**config.mk**
```make
export PLATFORM = sky130hd
export DESIGN_NAME = pmu_rail_ctrl
export DESIGN_NICKNAME = d
export VERILOG_FILES = /design/src/rtl/pmu_rail_pkg.sv /design/src/rtl/pmu_rail_ctrl.sv
export SDC_FILE = /design/constraint.sdc
export NUM_CORES = 1
export LEC_CHECK = 0
export ABC_AREA = 0
export CAP_MARGIN = 20
export CORE_MARGIN = 3
export CORE_UTILIZATION = 49
export DETAILED_ROUTE_END_ITERATION = 7
export PLACE_DENSITY = 0.81
export RECOVER_POWER = 50
export SLEW_MARGIN = 20
export SYNTH_ARGS = -nofsm -noshare
export SYNTH_HDL_FRONTEND = slang
export SYNTH_SLANG_ARGS = --single-unit
```
**constraint.sdc**
```tcl
create_clock -name clk -period 2.5 [get_ports clk]
set_input_delay 0.25 -clock clk [delete_from_list [all_inputs] [get_ports clk]]
set_output_delay 0.25 -clock clk [all_outputs]
set_load 0.02 [all_outputs]
```
**src/rtl/pmu_rail_pkg.sv**
```systemverilog
// Shared types and constants for the PMU rail controller.
package pmu_rail_pkg;

  typedef enum logic [3:0] {
    StIdle,
    StCheck,
    StAddr,
    StSub,
    StData,
    StRaddr,
    StRdata,
    StDone,
    StNext,
    StResp
  } pmu_state_e;

  localparam logic PMU_WR       = 1'b0;
  localparam logic PMU_RD       = 1'b1;
  localparam logic PMU_PARAM_EN = 1'b0;
  localparam logic PMU_PARAM_V  = 1'b1;

  function automatic int unsigned retry_cnt_w(int unsigned max_retry);
    return (max_retry < 1) ? 1 : $clog2(max_retry + 1);
  endfunction

endpackage

```
**src/rtl/pmu_rail_ctrl.sv**
```systemverilog
// Command-driven PMU rail controller that serialises enable/voltage accesses into I2C bytes.
// Define PMU_RAIL_RETRY_EN to retry failed transactions up to MAX_RETRY times.
module pmu_rail_ctrl
  import pmu_rail_pkg::*;
#(
  parameter int unsigned NUM_RAILS    = 4,
  parameter logic [6:0]  DEV_ADDR     = 7'h34,
  parameter logic [7:0]  EN_SUBADDR   = 8'h10,
  parameter logic [7:0]  EN_FIXED     = 8'h80,
  parameter logic [7:0]  DAC_BASE     = 8'h23,
  parameter logic [7:0]  DAC_STRIDE   = 8'h03,
  parameter logic [7:0]  SLEW_SUBADDR = 8'h20,
  parameter logic [7:0]  SLEW_VAL     = 8'h55,
  parameter int unsigned MAX_RETRY    = 3
) (
  input  logic                 clk,
  input  logic                 reset,
  input  logic                 cmd_valid,
  output logic                 cmd_ready,
  input  logic                 cmd_rd,
  input  logic                 cmd_param,
  input  logic [2:0]           cmd_idx,
  input  logic [7:0]           cmd_val,
  output logic                 rsp_valid,
  output logic                 rsp_ack,
  output logic [7:0]           rsp_data,
  output logic [NUM_RAILS-1:0] en_shadow,
  output logic [7:0]           i2c_data,
  output logic                 i2c_start,
  output logic                 i2c_done,
  output logic                 i2c_rw,
  output logic                 i2c_clear_failed,
  input  logic                 i2c_data_latch,
  input  logic                 i2c_ready,
  input  logic                 i2c_failed,
  input  logic                 i2c_rd_valid,
  input  logic [7:0]           i2c_rd_data
);

  localparam int unsigned RetryW = retry_cnt_w(MAX_RETRY);
`ifdef PMU_RAIL_RETRY_EN
  localparam logic [RetryW-1:0] RetryLimit = RetryW'(MAX_RETRY);
`else
  localparam logic [RetryW-1:0] RetryLimit = '0;
`endif

  pmu_state_e state_q, state_d;
  logic                 rd_q, rd_d;
  logic                 param_q, param_d;
  logic [2:0]           idx_q, idx_d;
  logic [4:0]           val_q, val_d;
  logic                 seg_q, seg_d;
  logic                 ack_q, ack_d;
  logic [7:0]           rd_byte_q, rd_byte_d;
  logic [RetryW-1:0]    retry_q, retry_d;
  logic [NUM_RAILS-1:0] en_shadow_q, en_shadow_d;

  logic       idx_ok;
  logic       last_seg;
  logic [7:0] sub_addr;
  logic [7:0] wr_byte;
  logic [7:0] en_byte;
  logic [7:0] rd_result;
  logic       unused_val_bits;

  assign unused_val_bits = ^cmd_val[7:5];
  assign en_shadow       = en_shadow_q;

  assign idx_ok   = (32'(idx_q) < NUM_RAILS);
  assign last_seg = seg_q || (rd_q == PMU_WR && param_q == PMU_PARAM_EN);

  // Enable byte: fixed upper bits, committed rail bits, target rail replaced.
  always_comb begin
    en_byte = EN_FIXED;
    for (int i = 0; i < int'(NUM_RAILS); i++) begin
      en_byte[i] = (idx_q == 3'(i)) ? val_q[0] : en_shadow_q[i];
    end
  end

  always_comb begin
    if (param_q == PMU_PARAM_EN) begin
      sub_addr = EN_SUBADDR;
      wr_byte  = en_byte;
    end else if (seg_q) begin
      sub_addr = SLEW_SUBADDR;
      wr_byte  = SLEW_VAL;
    end else begin
      sub_addr = DAC_BASE + 8'(idx_q) * DAC_STRIDE;
      wr_byte  = {3'b000, val_q};
    end
  end

  assign rd_result = (param_q == PMU_PARAM_V) ? rd_byte_q : {7'b0, rd_byte_q[idx_q]};

  always_comb begin
    state_d     = state_q;
    rd_d        = rd_q;
    param_d     = param_q;
    idx_d       = idx_q;
    val_d       = val_q;
    seg_d       = seg_q;
    ack_d       = ack_q;
    rd_byte_d   = rd_byte_q;
    retry_d     = retry_q;
    en_shadow_d = en_shadow_q;

    cmd_ready        = 1'b0;
    rsp_valid        = 1'b0;
    rsp_ack          = 1'b0;
    rsp_data         = 8'h00;
    i2c_data         = 8'h00;
    i2c_start        = 1'b0;
    i2c_done         = 1'b0;
    i2c_rw           = 1'b0;
    i2c_clear_failed = 1'b0;

    unique case (state_q)
      StIdle: begin
        cmd_ready = 1'b1;
        if (cmd_valid) begin
          rd_d      = cmd_rd;
          param_d   = cmd_param;
          idx_d     = cmd_idx;
          val_d     = cmd_val[4:0];
          ack_d     = 1'b0;
          rd_byte_d = 8'h00;
          retry_d   = '0;
          state_d   = StCheck;
        end
      end
      StCheck: begin
        seg_d = 1'b0;
        if (idx_ok) begin
          state_d = StAddr;
        end else begin
          ack_d   = 1'b0;
          state_d = StResp;
        end
      end
      StAddr: begin
        i2c_start = 1'b1;
        i2c_rw    = 1'b1;
        i2c_data  = {DEV_ADDR, 1'b0};
        if (i2c_data_latch) state_d = StSub;
      end
      StSub: begin
        i2c_rw   = 1'b1;
        i2c_data = sub_addr;
        if (i2c_data_latch) state_d = (rd_q == PMU_RD) ? StDone : StData;
      end
      StData: begin
        i2c_rw   = 1'b1;
        i2c_data = wr_byte;
        if (i2c_data_latch) state_d = StDone;
      end
      StRaddr: begin
        i2c_start = 1'b1;
        i2c_rw    = 1'b1;
        i2c_data  = {DEV_ADDR, 1'b1};
        if (i2c_data_latch) state_d = StRdata;
      end
      StRdata: begin
        if (i2c_rd_valid) begin
          rd_byte_d = i2c_rd_data;
          state_d   = StDone;
        end
      end
      StDone: begin
        i2c_done = 1'b1;
        if (i2c_ready) begin
          if (i2c_failed) begin
            if (retry_q < RetryLimit) begin
              i2c_clear_failed = 1'b1;
              retry_d          = retry_q + RetryW'(1);
              seg_d            = 1'b0;
              state_d          = StAddr;
            end else begin
              ack_d   = 1'b0;
              state_d = StResp;
            end
          end else if (last_seg) begin
            ack_d   = 1'b1;
            state_d = StResp;
          end else begin
            state_d = StNext;
          end
        end
      end
      StNext: begin
        seg_d   = 1'b1;
        state_d = (rd_q == PMU_RD) ? StRaddr : StAddr;
      end
      StResp: begin
        rsp_valid        = 1'b1;
        rsp_ack          = ack_q;
        rsp_data         = (ack_q && rd_q == PMU_RD) ? rd_result : 8'h00;
        i2c_clear_failed = 1'b1;
        if (ack_q && rd_q == PMU_WR && param_q == PMU_PARAM_EN) begin
          for (int i = 0; i < int'(NUM_RAILS); i++) begin
            if (idx_q == 3'(i)) en_shadow_d[i] = val_q[0];
          end
        end
        state_d = StIdle;
      end
      default: state_d = StIdle;
    endcase

    // Outputs stay quiet for the whole reset window, even before the state register clears.
    if (reset) begin
      cmd_ready        = 1'b0;
      rsp_valid        = 1'b0;
      rsp_ack          = 1'b0;
      rsp_data         = 8'h00;
      i2c_data         = 8'h00;
      i2c_start        = 1'b0;
      i2c_done         = 1'b0;
      i2c_rw           = 1'b0;
      i2c_clear_failed = 1'b0;
    end
  end

  always_ff @(posedge clk) begin
    if (reset) begin
      state_q     <= StIdle;
      rd_q        <= 1'b0;
      param_q     <= 1'b0;
      idx_q       <= 3'd0;
      val_q       <= 5'd0;
      seg_q       <= 1'b0;
      ack_q       <= 1'b0;
      rd_byte_q   <= 8'h00;
      retry_q     <= '0;
      en_shadow_q <= '0;
    end else begin
      state_q     <= state_d;
      rd_q        <= rd_d;
      param_q     <= param_d;
      idx_q       <= idx_d;
      val_q       <= val_d;
      seg_q       <= seg_d;
      ack_q       <= ack_d;
      rd_byte_q   <= rd_byte_d;
      retry_q     <= retry_d;
      en_shadow_q <= en_shadow_d;
    end
  end

endmodule

```
# Yosys cells after proc, flatten, opt, wreduce, memory -nomap -nowiden
# Index checks and enable logic that the tools add are counted.
# W data, S select, Z words.
# op_classes
order_cmp	3
n_reduce_logical	20
add_sub_neg	2
bitwise	2
mul	1
mux	66
eq_ne	24
# ops
cell	count
$mux W8	8
$mux W4	10
$pmux W4 S9	1
$pmux W8 S4	1
$mux W1	31
$mux W7	3
$ne A2 B2 Y1 const B	10
$eq A4 B3 Y1 const B	4
$pmux W8 S2	1
$mux W2	5
$eq A4 B2 Y1 const B	2
$eq A4 B4 Y1 const B	2
$add A6 B5 Y7 const A	1
$reduce_and A7 Y1	1
$eq A3 B2 Y1 const B	2
$ne A3 B3 Y1 const B	2
$pmux W1 S3	2
$reduce_and A6 Y1	1
$reduce_bool A3 Y1	2
$mul A3 B2 Y5 const B	1
$reduce_and A5 Y1	1
$eq A4 B1 Y1 const B	1
$logic_and A1 B1 Y1	4
$logic_not A4 Y1	1
18 further kinds	21
# totals
inputBits	28
out_inout_bits	27
reg_bits	30
word_cells	128

# Logic depth before layout (Yosys ltp)
# depth
word_depth	7
depth_mapped	9
mapped_depth_nobuf	8

# Worst setup path after synthesis
# Ideal clock, no wire load.
# synth_timing
path_kind	register -> output
startpoint	register idx_q[0]
endpoint	output port i2c_data[4]
n_path_buf	1
setup_slack_ns	0.431
path_stages_with_launch	10
required_time_ns	2.250
arrival_ns	1.819
path_cell_list	dfxtp_1 clkbuf_1 inv_1 ha_1 inv_1 ha_1 a21o_1 a21oi_1 nor4_1 o21a_1
# synth_via
elab_chain_cells	6
# synth_lines
item	line	text
from (decl)	pmu_rail_ctrl.sv:50	logic [2:0] idx_q, idx_d;
from (signal assigned)	pmu_rail_ctrl.sv:238	idx_q <= idx_d;
$mul A3 B2 Y5	pmu_rail_ctrl.sv:88	sub_addr = DAC_BASE + 8'(idx_q) * DAC_STRIDE;
$add A6 B5 Y7	pmu_rail_ctrl.sv:88	
$mux W7	pmu_rail_ctrl.sv:84	end else if (seg_q) begin
$mux W7	pmu_rail_ctrl.sv:81	if (param_q == PMU_PARAM_EN) begin
$pmux W8 S4	pmu_rail_ctrl.sv:117	unique case (state_q)
$mux W8	pmu_rail_ctrl.sv:209	if (reset) begin
to (decl)	pmu_rail_ctrl.sv:28	output logic [7:0] i2c_data,
# No other way between the ends.

# Final worst setup path
# layout_timing
startpoint	register state_q[1]
endpoint	output port i2c_rw
# layout_via
elab_chain_cells	4
word_cells_on_any_way	7
cone_classes	eq/ne (4); mux (2); reduce/logical (1)
# layout_lines
item	line	text
from (decl)	pmu_rail_ctrl.sv:47	pmu_state_e state_q, state_d;
from (signal assigned)	pmu_rail_ctrl.sv:224	state_q <= StIdle;
from (signal assigned)	pmu_rail_ctrl.sv:235	state_q <= state_d;
$eq A4 B3 Y1 / $eq A4 B2 Y1 (equally long branches)	pmu_rail_ctrl.sv:117	
$reduce_or A4 Y1 (no line) (*)	--	
$mux W1 (*)	pmu_rail_ctrl.sv:117	
$mux W1 (*)	pmu_rail_ctrl.sv:209	
to (decl)	pmu_rail_ctrl.sv:31	output logic i2c_rw,
# Every way passes the cells marked *; elsewhere a longest branch is shown, timed or not.

==> flow_metrics.env <==
export IMPL_synthMuxAreaShare=0.132
export IMPL_synth_top_area_frac=0.276
export IMPL_peakVddDrop_uv=392
export IMPL_cap_violations=0
export IMPL_relSlewSlack=0.585
export IMPL_crit_family="buffers and inverters"
export IMPL_nets=341
export IMPL_totalWireLength_mm=5.20
export IMPL_numCtsBuffers=3
export IMPL_ys_seq_area_frac=0.276
export IMPL_postCtsSetupBuffers=0
export IMPL_insertion_delay_ns=0.28
export IMPL_regToRegStartpoint="param_q$_SDFFE_PP0P_"
export IMPL_die_y_um=70.4
export IMPL_fillers=337
export IMPL_finalClockSkew_ns=0.00494
export IMPL_core_mm2=0.00383
export IMPL_synth_top_area_cell="dfxtp_1"
export IMPL_start_util=0.531
export IMPL_die_x_um=70.4
export IMPL_drc=0
export IMPL_rr_endpoint="state_q[0]$_SDFFE_PP0P_"
export IMPL_critPathMaxStageDelay_ns=0.62
export IMPL_rows=22
export IMPL_synth_top_family_by_area="simple AND/OR/NAND/NOR gates"
export IMPL_period_share=0.948
export IMPL_cts_tree="done"
export IMPL_worstPathCellList="buf_4, nor2b_1, o21ai_1, inv_1, clkdlybuf4s50_1"
export IMPL_syn_area_mm2=0.00203
export IMPL_slew_violations=0
export IMPL_tns_ns=0
export IMPL_clk_path_buf_depth=2
export IMPL_async_flop_share=0
export IMPL_p_int_mw=1.09
export IMPL_rsz0062_at_grt="no"
export IMPL_power_mw=1.93
export IMPL_cts_sinks=28
export IMPL_grt_pass1_vias=1913
export IMPL_hp_class="flop to flop"
export IMPL_ys_types=50
export IMPL_critical_path_class="flop to output pin"
export IMPL_swShare=0.433
export IMPL_grt_usage=0.212
export IMPL_place_congestion=0.894
export IMPL_rrSetupSlack_ns=0.52
export IMPL_synth_most_common_cell="nor2_1"
export IMPL_endpoint_kind="output pin"
export IMPL_synth_adder_area_share=0.0493
export IMPL_path_clk_slew_ns=0.09
export IMPL_p_sw_mw=0.835
export IMPL_ctsHoldBuffers=0
export IMPL_comb_power_share=0.582
export IMPL_detail_route_wl_per_cell_um=14.8
export IMPL_ys_warn_count=0
export IMPL_multi_input_area_mm2=0.00134
export IMPL_hold_depth=2
export IMPL_io_buffers=51
export IMPL_grt_max_degree=26
export IMPL_fin_crit_ns=2.37
export IMPL_status="finished clean"
export IMPL_root_buffer="clkbuf_8"
export IMPL_overflow=0
export IMPL_cts_htree_levels=1
export IMPL_synth_area_top_cells="dfxtp_1, mux2i_1, nor2_1"
export IMPL_leakagePower_nw=1.18
export IMPL_ff2ff_path_depth=5
export IMPL_netlist_top_cells_count="nor2_1, dfxtp_1, a21oi_1, mux2i_1, nand2_1"
export IMPL_dieArea_mm2=0.00496
export IMPL_critical_path_required_ns=2.25
export IMPL_path_max_fanout=18
export IMPL_ys_ff_latch=28
export IMPL_antenna_cells=0
export IMPL_dr_pass1_iters=4
export IMPL_synth_xor_area_frac=0.0129
export IMPL_min_from="rd_byte_q[6]$_SDFFE_PP0P_"
export IMPL_antenna_found_initial=0
export IMPL_crit_slowest_cell="clkdlybuf4s50_1"
export IMPL_synthToLayoutAreaGrowth_pct=29.9
export IMPL_synthSimpleGateAreaFrac=0.277
export IMPL_synth_edf_count=0
export IMPL_grt_pass1_wl_mm=8.63
export IMPL_detail_route_antenna_nets=0
export IMPL_ioPinCount=55
export IMPL_first_iter_violations=146
export IMPL_arrival_ns=2.12
export IMPL_post_dp_hpwl_mm=3.87
export IMPL_max_freq_ghz=0.422
export IMPL_synth_cells=254
export IMPL_viasPerCell=5.68
export IMPL_final_layout_size_suffix_gt1_frac=0.102
export IMPL_syn_area_per_cell_um2=8.00
export IMPL_synthFlopType="dfxtp_1"
export IMPL_setup_viol=0
export IMPL_power_frac_seq=0.287
export IMPL_hold_viol_final=0
export IMPL_worstSetupStartpointType="flop"
export IMPL_regArea_um2=561
export IMPL_syn_nets=290
export IMPL_path_buf_inv=3
export IMPL_p_per_area_mw_per_mm2=730
export IMPL_vias=1992
export IMPL_hold_path_end="rd_byte_q[6]$_SDFFE_PP0P_"
export IMPL_tightest_slew_ns=0.617
export IMPL_pwr_share_clk=0.130
export IMPL_synth_compound_area_frac=0.187
-- logic make-up (layout without fill, tap and decap cells) --
| logic type | count (synthesis) | in the layout |
|---|---|---|
| compound gates | 55 | 55 |
| xor+xnor | 3 | 3 |
| flops | 28 | 28 |
| mux | 24 | 24 |
| simple gates | 107 | 107 |
| fa+ha+maj | 8 | 8 |
| buf+inv | 29 | 78 |
-- tightest hold or removal path: stages (launching register included) --
cell and delay [ns]:
dfxtp_1 0.33, nand2_1 0.05, a21oi_1 0.05
-- worst max path at each step --
stage | startpoint | end | depth (start not counted)
after global routing | state_q[1]$_SDFFE_PP0P_ | rsp_valid | 5
after global placement | idx_q[1]$_SDFFE_PP0P_ | i2c_data[4] | 9
after detailed placement | idx_q[1]$_SDFFE_PP0P_ | i2c_data[3] | 7
after floorplan | idx_q[0]$_SDFFE_PP0P_ | i2c_data[4] | 9
after CTS | idx_q[1]$_SDFFE_PP0P_ | i2c_data[2] | 7
final | state_q[1]$_SDFFE_PP0P_ | i2c_rw | 5
-- timing repair --
| action | 4_1_cts | 5_1_grt |
|---|---|---|
| hold endpoints to repair | 0 | 0 |
| cloned | 0 | 0 |
| gates resized for setup | 14 | 7 |
| endpoints found under the setup margin | 13 | 5 |
-- area by class of cell --
class                           count  share of cell area
Tap cell                           48              0.0228
Clock buffer                        3              0.0156
Inverter                            9              0.0128
Multi-Input combinational cell    197               0.507
Timing Repair Buffer               66               0.229
Sequential cell                    28               0.212
-- flip-flops by register name, summed over array words and instances (netlist names) --
signal and count:
val_q 5, en_shadow 4, param_q 1, rd_q 1
ack_q 1, idx_q 3, seg_q 1, state_q 4
rd_byte_q 8
-- through the flow --
step	worst slack (ns)	hold slack [ns]	cells	util	instance area, µm²
floorplan	0.431	0.394	254	-	2030
global placement	0.166	0.450	348	0.683	2620
detailed placement	0.147	0.456	348	0.683	2620
CTS	0.000274	0.469	351	0.694	2660
global route	0.00586	0.496	351	0.690	2640
finish	0.131	0.471	351	0.690	2640
-- power groups by stage --
stage | registers [mW] | clock network, mW | logic [mW]
after CTS | 0.554 | 0.254 | 1.14
after global routing | 0.563 | 0.273 | 1.23
after global placement | 0.562 | 0 | 1.11
after detailed placement | 0.565 | 0 | 1.13
final | 0.554 | 0.251 | 1.12
after floorplan | 0.541 | 0 | 0.839
-- layout by cell type, fill, tap and decap left out, types with 2 or more instances in the layout --
cell type	n
inv_1	9
buf_4	14
dlygate4sd2_1	9
a22oi_1	2
o21ai_1	2
nand4b_1	2
nor3b_1	2
o22ai_1	2
nor4_1	3
mux4_2	2
a221oi_1	2
clkbuf_8	3
nand3_1	14
and3_1	3
nor3_2	2
a21oi_1	21
clkdlybuf4s50_1	33
o21a_1	3
clkbuf_2	2
ha_1	8
dlymetal6s2s_1	3
nor3_1	5
dlygate4sd3_1	4
xnor2_1	2
o21ai_0	8
nand2_1	15
nand2b_1	6
nor2b_1	11
mux2_2	2
and2_1	7
dfxtp_1	28
mux2i_1	20
nor2_1	29
o211ai_1	3
-- layer usage --
metal / wire length [µm] / GRT usage
met2: 2450 / 0.352
met3: 264 / 0.0345
met1: 2420 / 0.283
met4: 57 / 0.0532
met5: 0 / 0
Power figures use the tool's default switching activity.
